<file path="config.mk">
export PLATFORM = sky130hd
export DESIGN_NAME = snax_simbacore_csr_arbiter
export DESIGN_NICKNAME = d
export VERILOG_FILES = /design/src/rtl/snax_simbacore_csr_arbiter.sv
export SDC_FILE = /design/constraint.sdc
export NUM_CORES = 1
export LEC_CHECK = 0
export BUFFER_PORTS_ARGS = -buffer_cell sky130_fd_sc_hd__buf_2
export CAP_MARGIN = 20
export CORE_AREA = 2 2 120 122
export DETAILED_ROUTE_END_ITERATION = 12
export DIE_AREA = 0 0 122 124
export MAX_ROUTING_LAYER = met4
export SYNTH_ARGS = -nofsm -noshare
export SYNTH_HDL_FRONTEND = slang
export SYNTH_SLANG_ARGS = --single-unit
</file>
<file path="constraint.sdc">
create_clock -name clk_i -period 5.55 [get_ports clk_i]
set_input_delay 0.555 -clock clk_i [delete_from_list [all_inputs] [get_ports clk_i]]
set_output_delay 0.555 -clock clk_i [all_outputs]
set_load 0.02 [all_outputs]
</file>
<file path="src/rtl/snax_simbacore_csr_arbiter.sv">
// Shares one CSR request/response channel between NumReq requesters; responses are routed in order via an ID FIFO.
// Optional build macro SNAX_SIMBACORE_CSR_ARB_FIXED_PRIO_EN selects fixed priority (lowest index wins) instead of round-robin.
module snax_simbacore_csr_arbiter #(
  parameter int unsigned  NumReq         = 2,
  parameter int unsigned  MaxOutstanding = 4,
  localparam int unsigned IdW            = $clog2(NumReq),
  localparam int unsigned CntW           = $clog2(MaxOutstanding) + 1
) (
  input  logic                    clk_i,
  input  logic                    rst_i,
  input  logic [NumReq-1:0][31:0] req_data_i,
  input  logic [NumReq-1:0][31:0] req_addr_i,
  input  logic [NumReq-1:0]       req_write_i,
  input  logic [NumReq-1:0]       req_valid_i,
  output logic [NumReq-1:0]       req_ready_o,
  output logic [NumReq-1:0][31:0] rsp_data_o,
  output logic [NumReq-1:0]       rsp_valid_o,
  input  logic [NumReq-1:0]       rsp_ready_i,
  output logic [31:0]             csr_req_data_o,
  output logic [31:0]             csr_req_addr_o,
  output logic                    csr_req_write_o,
  output logic                    csr_req_valid_o,
  input  logic                    csr_req_ready_i,
  input  logic [31:0]             csr_rsp_data_i,
  input  logic                    csr_rsp_valid_i,
  output logic                    csr_rsp_ready_o,
  output logic [CntW-1:0]         outstanding_o,
  output logic                    orphan_rsp_o
);

  localparam int unsigned PtrW = (MaxOutstanding > 1) ? $clog2(MaxOutstanding) : 1;

  typedef enum logic {IDLE, LOCKED} state_e;

  state_e          state_q, state_d;
  logic [IdW-1:0]  lock_q, lock_d;
  logic [IdW-1:0]  sel_id, cand, grant_id, head;
  logic            sel_found, grant_valid, req_hs;
  logic            fifo_full, fifo_empty, push, pop;
  logic [IdW-1:0]  fifo_q [MaxOutstanding];
  logic [PtrW-1:0] wr_ptr_q, rd_ptr_q;
  logic [CntW-1:0] count_q;

  assign fifo_full  = (count_q == CntW'(MaxOutstanding));
  assign fifo_empty = (count_q == '0);

`ifndef SNAX_SIMBACORE_CSR_ARB_FIXED_PRIO_EN
  logic [IdW-1:0] rr_ptr_q;
`endif

  // First valid requester, scanning upward from the priority start point
  always_comb begin
    sel_id    = '0;
    sel_found = 1'b0;
    cand      = '0;
    for (int unsigned i = 0; i < NumReq; i++) begin
`ifdef SNAX_SIMBACORE_CSR_ARB_FIXED_PRIO_EN
      cand = IdW'(i);
`else
      cand = IdW'((32'(rr_ptr_q) + i) % NumReq);
`endif
      if (!sel_found && req_valid_i[cand]) begin
        sel_found = 1'b1;
        sel_id    = cand;
      end
    end
  end

  // Next state and grant; a grant stalled by the manager is locked until its handshake
  always_comb begin
    state_d     = state_q;
    lock_d      = lock_q;
    grant_id    = sel_id;
    grant_valid = 1'b0;
    unique case (state_q)
      IDLE: begin
        grant_id    = sel_id;
        grant_valid = sel_found & ~fifo_full & ~rst_i;
        if (grant_valid && !csr_req_ready_i) begin
          state_d = LOCKED;
          lock_d  = sel_id;
        end
      end
      LOCKED: begin
        grant_id    = lock_q;
        grant_valid = ~rst_i;
        if (csr_req_ready_i) state_d = IDLE;
      end
    endcase
  end

  assign req_hs          = grant_valid & csr_req_ready_i & ~fifo_full;
  assign csr_req_valid_o = grant_valid;
  assign csr_req_data_o  = req_data_i[grant_id];
  assign csr_req_addr_o  = req_addr_i[grant_id];
  assign csr_req_write_o = req_write_i[grant_id];

  assign head            = fifo_q[rd_ptr_q];
  assign csr_rsp_ready_o = ~rst_i & (fifo_empty | rsp_ready_i[head]);
  assign push            = req_hs;
  assign pop             = csr_rsp_valid_i & csr_rsp_ready_o & ~fifo_empty;
  assign outstanding_o   = count_q;

  always_comb begin
    req_ready_o = '0;
    rsp_valid_o = '0;
    rsp_data_o  = '0;
    for (int unsigned g = 0; g < NumReq; g++) begin
      req_ready_o[g] = req_hs && (grant_id == IdW'(g));
      rsp_valid_o[g] = csr_rsp_valid_i && !fifo_empty && (head == IdW'(g));
      rsp_data_o[g]  = csr_rsp_data_i;
    end
  end

  always_ff @(posedge clk_i or posedge rst_i) begin
    if (rst_i) begin
      state_q <= IDLE;
      lock_q  <= '0;
    end else begin
      state_q <= state_d;
      lock_q  <= lock_d;
    end
  end

  // In-flight ID FIFO, priority pointer and orphan flag
  always_ff @(posedge clk_i or posedge rst_i) begin
    if (rst_i) begin
      for (int unsigned i = 0; i < MaxOutstanding; i++) fifo_q[i] <= '0;
      wr_ptr_q     <= '0;
      rd_ptr_q     <= '0;
      count_q      <= '0;
      orphan_rsp_o <= 1'b0;
`ifndef SNAX_SIMBACORE_CSR_ARB_FIXED_PRIO_EN
      rr_ptr_q     <= '0;
`endif
    end else begin
      if (push) begin
        fifo_q[wr_ptr_q] <= grant_id;
        wr_ptr_q <= (wr_ptr_q == PtrW'(MaxOutstanding - 1)) ? '0 : wr_ptr_q + PtrW'(1);
`ifndef SNAX_SIMBACORE_CSR_ARB_FIXED_PRIO_EN
        rr_ptr_q <= (grant_id == IdW'(NumReq - 1)) ? '0 : grant_id + IdW'(1);
`endif
      end
      if (pop) begin
        rd_ptr_q <= (rd_ptr_q == PtrW'(MaxOutstanding - 1)) ? '0 : rd_ptr_q + PtrW'(1);
      end
      if (push && !pop) begin
        count_q <= count_q + CntW'(1);
      end else if (!push && pop) begin
        count_q <= count_q - CntW'(1);
      end
      if (csr_rsp_valid_i && fifo_empty) orphan_rsp_o <= 1'b1;
    end
  end

  // A locked requester must keep its request valid until accepted
  a_valid_held: assert property (@(posedge clk_i) disable iff (rst_i)
    (state_q == LOCKED) |-> req_valid_i[lock_q]);

endmodule
</file>
==> results of run 1 <==
## cell families (layout without fill, tap and decap cells)
group           Yosys count  in the layout
compound gates            9              9
xor+xnor                  3              3
fa+ha+maj                 7              7
buf+inv                  79            226
flops                    15             15
mux                      75             75
simple gates             23             23
## path summary, 6_finish.rpt
kind                                       to  slack (ns)  cells past startpoint
min                                  rr_ptr_q        0.42                      2
max in group asynchronous         rd_ptr_q[1]        4.71                      2
max                        csr_req_addr_o[17]        2.86                      6
max reg2reg                  outstanding_o[1]        2.89                      7
min reg2reg                      orphan_rsp_o        0.47                      1
min in group clk_i               orphan_rsp_o        0.47                      1
## state kept, by name, indices dropped and copies added, names as in the netlist
name / count
fifo_q: 4
outstanding_o: 3
rd_ptr_q: 2
wr_ptr_q: 2
lock_q: 1
orphan_rsp_o: 1
rr_ptr_q: 1
state_q: 1
## worst max-delay path: stages
cell     delay (ns)
buf_2          0.10
nor2b_1        0.18
o31ai_4        0.19
buf_4          0.46
mux2_2         0.44
buf_2          0.17
## cells in the final DEF, fill, tap and decap left out, drive strengths merged, types with 2 or more instances in the layout
cell type  instances
mux2              73
dfrtp             15
clkbuf             3
inv                8
o21ai              2
or3                3
nand2              7
xor2               2
a21oi              3
ha                 6
nor2               6
buf              214
## synthesized netlist by cell type (all sizes together), types with 2 or more instances
library cell | instances | area share
ha | 6 | 0.036
o21ai | 2 | 0.0048
xor2 | 2 | 0.0084
inv | 8 | 0.014
nand2 | 7 | 0.013
mux2 | 73 | 0.40
dfrtp | 15 | 0.18
nor2 | 6 | 0.011
a21oi | 3 | 0.0072
or3 | 3 | 0.011
buf | 70 | 0.25
## layout make-up
class                   count  area (um2)
flip-flops and latches     15         375
well taps                 180         225
multi-input cells         117        1170
inverters                   8        30.0
clock buffers               3        75.1
fillers                  1540       10800
repair buffers            214        1080
clock inverters             1        5.00
## report_power, final
group          internal (uW)  switching (uW)
Combinational            314             372
Clock                   96.2            44.2
Sequential               158            45.1
Total                    569             462
## through the flow
step                      setup WS (ns)  total power, uW   util  area, um2
after global routing               2.62             1100  0.216       2960
after floorplan                    3.06              736      -       2080
after global placement             2.72              893  0.210       2880
final                              2.86             1030  0.216       2960
after detailed placement           2.66              896  0.210       2880
after CTS                          2.86             1040  0.216       2960
## per-layer routing
layer | up-vias | wire length (um) | global-route usage | part of all wire
met5 | - | 0 | - | 0
met4 | 0 | 42 | 0.0115 | 0.0052
met3 | 7 | 994 | 0.0385 | 0.12
met2 | 139 | 3500 | 0.118 | 0.44
met1 | 943 | 3470 | 0.127 | 0.43
li1 | 953 | - | - | -
==> out/results.ini, run 1 <==
[yosys]
yosys_warnings = 0
synth_edf_count = 0
async_reset_ff_frac = 1.00
synth-main-ff-cell = dfrtp_1
syn-num-nets = 388
syn_inst = 211
netlist-cell-type-count = 31
syn_avg_cell_area_um2 = 9.87
synth_compound_gate_area_share = 0.0294
synth_seq_area_share = 0.180
ys_ff_latch = 15
synth.area.mux_share = 0.414
synth-simple-area-share = 0.0565
synth_top_family_by_area = multiplexers
synth_xor_area_frac = 0.0126
synth_area_um2 = 2080
yosys.area_share.adder = 0.0457

[worst_setup_path]
cp_max_fo = 43
path_class = input port to output port
cp_data_arrival_time_ns = 2.14
startpoint_type = input port
rr_startpoint = rd_ptr_q[0]
crit_start = req_valid_i[0]
required_ns = 4.99
cp-end-kind = output port

[cts]
cts_buffers = 3
ctsHoldBuffers = 0
clk_pin_slew_ns = 0.05
cts_sinks = 15
post_cts_resized = 0
clockBufferDepth = 2
ctsHtreeMaxLevel = 1
cts_tree = done
root_buffer = clkbuf_16
clk_latency_ns = 0.25
post-cts-setup-buffers = 0

[grt]
antenna_found_initial = 0
grt_pass1_vias = 1791
grt-ovfl-total = 0
grt.total_usage = 0.0890
grt_max_degree = 44
grt_pass1_wl_mm = 9.93

[sta]
relSlewSlack = 0.572
max_freq_mhz = 371
skew_ns = 0.00313
worstMarginPinSlew_ns = 0.642
setup_viol = 0
rsz0062_at_grt = false
setup_tns_ns = 0
hold_viol = 0
finalHoldWorstSlack_ns = 0.424
slew_viol_final = 0
period_share = 0.485
min_period_ns = 2.69

[floorplan]
boundaryPins = 309
row_count = 43
initial_utilization = 0.152
die_y_um = 124
fp.dieArea_um2 = 15100
core_area_um2 = 13700
die_x_um = 122

[run]
max-cap-violations = 0

[final_layout]
finish.net_count = 536
antenna_cells = 0
drive_gt1_frac = 0.832
stdcell_count = 538
area_delta_synth_final_pct = 42.1

[detailed_routing]
dr.pass1.iters = 4
drtAntennaViolNets = 0
finalWirelength_mm = 8.00
via_per_inst = 3.80
wire_per_inst_um = 14.9
vias = 2042
drt_iter0_drc = 70
drc_errors = 0

[outcome]
status = finished clean

[worst_hold_path]
hold_class = input port to async pin

[placed_design]
portBuffers = 212
dp_hpwl_mm = 7.05
gp_congestion = 0.706
dp.cells = 534

[pwr]
vdd_ir_drop_max_mv = 0.174
leakage_uw = 0.00154
powerDensity_nw_per_um2 = 348

Power figures use the tool's default switching activity.
==> inputs of run 2 (changes only) <==
--- a/config.mk
+++ b/config.mk
@@ -7,9 +7,9 @@
 export LEC_CHECK = 0
 export BUFFER_PORTS_ARGS = -buffer_cell sky130_fd_sc_hd__buf_2
 export CAP_MARGIN = 20
-export CORE_AREA = 2 2 120 122
+export CORE_AREA = 2 2 119 121
 export DETAILED_ROUTE_END_ITERATION = 12
-export DIE_AREA = 0 0 122 124
+export DIE_AREA = 0 0 121 123
 export MAX_ROUTING_LAYER = met4
 export SYNTH_ARGS = -nofsm -noshare
 export SYNTH_HDL_FRONTEND = slang
==> constraint.sdc (replaced) <==
create_clock -name clk_i -period 2.6 [get_ports clk_i]
set_input_delay 0.26 -clock clk_i [delete_from_list [all_inputs] [get_ports clk_i]]
set_output_delay 0.26 -clock clk_i [all_outputs]
set_load 0.02 [all_outputs]
==> run 2 against run 1 <==
- critical path depth up 1
- global-route usage fell by 0.61 points
- clock skew fell by 0.0024 ns
- non-clock buffer count up 4
- register-to-register slack worse by 2.8 ns
- first-iteration DRC count fell by 64%
- count of clock-buffer cells in the layout unchanged
- sequential share of layout area decreased by 0.19 points
- worst setup slack lost 2.7 ns
- critical endpoint is now outstanding_o[1]
- highest routed layer unchanged
==> out/results.ini, run 2 (synthesized netlist as in run 1, its figures left out) <==
[cts]
clockBufferDepth = 2  ; unchanged
ctsHtreeMaxLevel = 1  ; unchanged
ctsHoldBuffers = 0  ; unchanged
clk_pin_slew_ns = 0.05  ; about the same
root_buffer = clkbuf_16
cts_sinks = 15  ; unchanged
cts_tree = done
cts_buffers = 3  ; unchanged
clk_latency_ns = 0.24  ; about the same

[worst_setup_path]
path_class = flop to flop
cp_data_arrival_time_ns = 2.60  ; +0.46 ns
cp_max_fo = 3  ; -93%
path_cells = mux4_2, mux2i_1, or3_4, ha_2, inv_1, fa_1, mux2_2
required_ns = 2.73  ; -2.26 ns
cpPeakStageDelay_ns = 0.53  ; +0.07 ns
cp-end-kind = flop
slowest_stage = mux4_2
startpoint_type = flop

[final_layout]
drive_gt1_frac = 0.837  ; +0.00461
largest_register_ffs = 4  ; unchanged
antenna_cells = 0  ; unchanged
final_common_cell = buf_2
layout.cells.most_common_list = buf_2, mux2_2, dfrtp_1
nFillCells = 1515  ; -1.6%
max_flop_register = fifo_q
area_delta_synth_final_pct = 44.2
finish.net_count = 540  ; +0.75%

[grt]
grt_max_degree = 56  ; +27%
grt_pass1_vias = 1752  ; -2.2%
grt.total_usage = 0.0829  ; -0.00611
antenna_found_initial = 0  ; unchanged
met1_usage = 0.102  ; -0.0242
grt-ovfl-total = 0  ; unchanged
grt_use_met2 = 0.115  ; -0.00285
busiest_layer = met2
grt_use_met3 = 0.0530  ; +0.0146
grt_pass1_wl_mm = 9.25  ; -6.8%

[detailed_routing]
dr.pass1.iters = 4  ; unchanged
drc_errors = 0  ; unchanged
drt_iter0_drc = 25  ; -64%
via_per_inst = 3.67  ; -3.3%
vias = 1990  ; -2.5%
finalWirelength_mm = 7.13  ; -11%
wire_per_inst_um = 13.2  ; -12%
drtAntennaViolNets = 0  ; unchanged

[sta]
rsz0062_at_grt = false
period_share = 0.949
setup_viol = 0  ; unchanged
worstMarginPinSlew_ns = 0.349  ; -0.293 ns
slew_viol_final = 0  ; unchanged
finalHoldWorstSlack_ns = 0.0918  ; -0.333 ns
min_period_ns = 2.47
max_freq_mhz = 405
skew_ns = 0.000745  ; -0.00239 ns
setup_tns_ns = 0  ; unchanged
hold_viol = 0  ; unchanged
relSlewSlack = 0.767  ; +0.195

[floorplan]
initial_utilization = 0.153  ; +0.00120
row_count = 43  ; unchanged
core_area_um2 = 13600  ; -0.78%
boundaryPins = 309  ; unchanged
die_x_um = 121  ; -0.82%
die_y_um = 123  ; -0.81%
fp.dieArea_um2 = 14900  ; -1.6%

[worst_hold_path]
hold_class = input port to async pin

[placed_design]
portBuffers = 212  ; unchanged
gp_congestion = 0.717  ; +1.5%
dp_hpwl_mm = 6.32  ; -10%

[pwr]
vdd_ir_drop_max_mv = 0.483  ; +180%
leakage_uw = 0.00156  ; +1.4%
powerDensity_nw_per_um2 = 736  ; +110%

[run]
max-cap-violations = 0  ; unchanged

[outcome]
status = finished clean

==> run 2: path summary, 6_finish.rpt <==
path / to / slack, ns / cells after the start / startpoint
max in group asynchronous: fifo_q[2] / 2.33 / 3 / rst_i
setup reg to reg: outstanding_o[1] / 0.13 / 7 / rd_ptr_q[0]
hold reg to reg: orphan_rsp_o / 0.47 / 1 / orphan_rsp_o
min in group clk_i: state_q / 0.22 / 2 / csr_req_ready_i
hold / removal: wr_ptr_q[0] / 0.09 / 3 / rst_i
setup / recovery: outstanding_o[1] / 0.13 / 7 / rd_ptr_q[0]
==> run 2: metal layers <==
layer	part of all wire	up-vias
li1	-	961
met1	0.40	887
met2	0.44	140
met3	0.15	2
met4	0.0034	0
met5	0	-
==> run 2: critical path: cells and delay by family, from the launching register on <==
kind                       cells  cell delay [ns]
and+or+nand+nor                1             0.40
buffers and inverters          1             0.06
adders and majority gates      2             0.60
muxes                          3             0.94
DFF                            1             0.36
==> run 2: report_power, final <==
group          internal [uW]  switching [uW]  total, uW
logic                    719             784       1500
registers                338            73.4        412
clock network            205            90.1        295
==> run 2: layout make-up <==
class	count	area, um2	share of cell area
clock buffers	3	75.1	0.0250
inverters	8	30.0	0.0100
clock inverters	1	5.00	0.00167
repair buffers	218	1120	0.372
multi-input cells	117	1170	0.391
flip-flops and latches	15	375	0.125
well taps	180	225	0.0750
==> run 2: timing repair <==
action	CTS	global route
gates resized for setup	0	1
setup buffers	0	1
endpoints found under the setup margin	0	1
==> run 2: stage by stage <==
stage               std cells  area (um2)  setup slack, ns   util  power (uW)
CTS                       541        2990           0.0751  0.220        2220
global route              542        3000           0.0170  0.221        2380
finish                    542        3000            0.132  0.221        2210
global placement          537        2910            0.105  0.214        1900
floorplan                 211        2080            0.111      -        1570
detailed placement        537        2910           0.0898  0.214        1910
==> inputs of run 3 (changes only) <==
--- a/config.mk
+++ b/config.mk
@@ -11,6 +11,7 @@
 export DETAILED_ROUTE_END_ITERATION = 12
 export DIE_AREA = 0 0 121 123
 export MAX_ROUTING_LAYER = met4
+export PLACE_DENSITY = 0.55
 export SYNTH_ARGS = -nofsm -noshare
 export SYNTH_HDL_FRONTEND = slang
 export SYNTH_SLANG_ARGS = --single-unit
==> run 3 against run 2 <==
- die area did not move
- sequential power increased by 5%
- final cell count fell by 0.18%
- via count increased by 2.1%
- combinational power is 3% lower
- first-iteration DRC count decreased by 4.0%
- power fell by 0.75%
- count of clock-buffer cells in the layout stayed put
- design area shrank 0.54%
- clock power is 2% higher
- highest routed layer unchanged
==> out/results.ini, run 3 (synthesized netlist as in run 1, its figures left out) <==
[cts]
clk_latency_ns = 0.24  ; about the same
clockBufferDepth = 2  ; unchanged
cts_sinks = 15  ; unchanged
root_buffer = clkbuf_16
cts_buffers = 3  ; unchanged
cts_tree = done
ctsHoldBuffers = 0  ; unchanged
clk_pin_slew_ns = 0.05  ; about the same
ctsHtreeMaxLevel = 1  ; unchanged

[floorplan]
initial_utilization = 0.153  ; unchanged
die_y_um = 123  ; unchanged
fp.dieArea_um2 = 14900  ; unchanged
boundaryPins = 309  ; unchanged
die_x_um = 121  ; unchanged
core_area_um2 = 13600  ; unchanged
row_count = 43  ; unchanged

[detailed_routing]
dr.pass1.iters = 4  ; unchanged
drc_errors = 0  ; unchanged
drt_iter0_drc = 24  ; -4.0%
drtAntennaViolNets = 0  ; unchanged
finalWirelength_mm = 6.63  ; -7.0%
via_per_inst = 3.76  ; +2.3%
wire_per_inst_um = 12.3  ; -6.8%
vias = 2032  ; +2.1%

[placed_design]
portBuffers = 212  ; unchanged
gp_congestion = 0.793  ; +11%
dp.cells = 536  ; -0.19%
dp_hpwl_mm = 5.80  ; -8.3%

[worst_setup_path]
path_class = flop to flop
startpoint_type = flop
required_ns = 2.73  ; about the same
cp_max_fo = 3  ; unchanged
cp-end-kind = flop
cp_data_arrival_time_ns = 2.67  ; +0.07 ns

[final_layout]
max_flop_register = fifo_q
stdcell_count = 541  ; -0.18%
drive_gt1_frac = 0.839  ; +0.00232
finish.net_count = 539  ; -0.19%
area_delta_synth_final_pct = 43.4
nFillCells = 1491  ; -1.6%
regArea_um2 = 375  ; unchanged
antenna_cells = 0  ; unchanged
final_common_cell = buf_2
largest_register_ffs = 4  ; unchanged
multi_input_area_um2 = 1180  ; +0.32%
layout.cells.most_common_list = buf_2, mux2_2, dfrtp_1

[sta]
min_period_ns = 2.54  ; +0.0755 ns
skew_ns = 0.00434  ; +0.00360 ns
worstMarginPinSlew_ns = 0.488  ; +0.139 ns
setup_viol = 0  ; unchanged
slew_viol_final = 0  ; unchanged
hold_viol = 0  ; unchanged
relSlewSlack = 0.674  ; -0.0926
period_share = 0.978  ; +0.0290
max_freq_mhz = 393  ; -3.0%

[run]
max-cap-violations = 0  ; unchanged

[grt]
grt.total_usage = 0.0773  ; -0.00559
antenna_found_initial = 0  ; unchanged
grt_max_degree = 41  ; -27%
grt-ovfl-total = 0  ; unchanged
grt_pass1_vias = 1839  ; +5.0%
grt_pass1_wl_mm = 8.94  ; -3.4%

[pwr]
leakage_uw = 0.00155  ; -0.61%
finalPower_uw = 2190  ; -0.75%
vdd_ir_drop_max_mv = 0.681  ; +41%
powerDensity_nw_per_um2 = 734  ; -0.21%

[outcome]
status = finished clean

[worst_hold_path]
hold_class = input port to async pin

-- run 3: cell count changes in the layout (fill, tap and decap cells not counted) --
cell,change
mux2i_1,-1
buf_12,-1
mux2i_2,+1
-- run 3: worst paths after layout --
kind / depth (start not counted) / from / endpoint / slack [ns]
setup / recovery: 7 / rd_ptr_q[0] / outstanding_o[1] / 0.06
hold / removal: 3 / rst_i / wr_ptr_q[0] / 0.09
setup reg to reg: 7 / rd_ptr_q[0] / outstanding_o[1] / 0.06
hold reg to reg: 1 / orphan_rsp_o / orphan_rsp_o / 0.47
max in group asynchronous: 3 / rst_i / outstanding_o[0] / 2.33
min in group clk_i: 2 / csr_req_ready_i / state_q / 0.22
-- run 3: cell type report --
cell class | instances | share of cell area
Clock inverter | 1 | 0.00168
Timing Repair Buffer | 217 | 0.368
Tap cell | 180 | 0.0754
Inverter | 8 | 0.0101
Clock buffer | 3 | 0.0251
Multi-Input combinational cell | 117 | 0.394
Sequential cell | 15 | 0.126
-- run 3: critical path: stages, from the launching register on --
cell	delay (ns)
dfrtp_1	0.38
mux4_2	0.56
mux2i_2	0.18
or3_4	0.37
ha_2	0.19
inv_1	0.07
fa_1	0.41
mux2_2	0.27
-- run 3: where the power goes --
part           leakage [uW]  internal [uW]  switching (uW)
Clock             0.0000409            205            95.1
Combinational       0.00133            693             769
Sequential         0.000181            338            93.2
Total               0.00155           1240             957
-- run 3: what timing repair did --
| item | in CTS | in global routing |
|---|---|---|
| endpoints found under the hold margin | 0 | 0 |
| buffers inserted | 1 | 0 |
| resized for setup | 0 | 2 |
| setup endpoints to repair | 1 | 1 |
-- run 3: through the flow --
| stage | hold slack, ns | setup TNS [ns] | util | setup slack, ns | area, um2 |
|---|---|---|---|---|---|
| finish | 0.0877 | 0 | 0.219 | 0.0562 | 2990 |
| global route | 0.123 | -0.00456 | 0.219 | -0.00456 | 2990 |
| CTS | 0.0925 | 0 | 0.219 | 0.0464 | 2980 |
| detailed placement | 0.353 | 0 | 0.213 | 0.00576 | 2890 |
| global placement | 0.346 | 0 | 0.213 | 0.0737 | 2890 |
| floorplan | 0.178 | 0 | - | 0.111 | 2080 |
-- run 3: per-layer routing --
layer / share of wire / track usage
met2: 0.50 / 0.134
met4: 0.0035 / 0.0131
met3: 0.12 / 0.0258
met5: 0 / -
met1: 0.38 / 0.0882
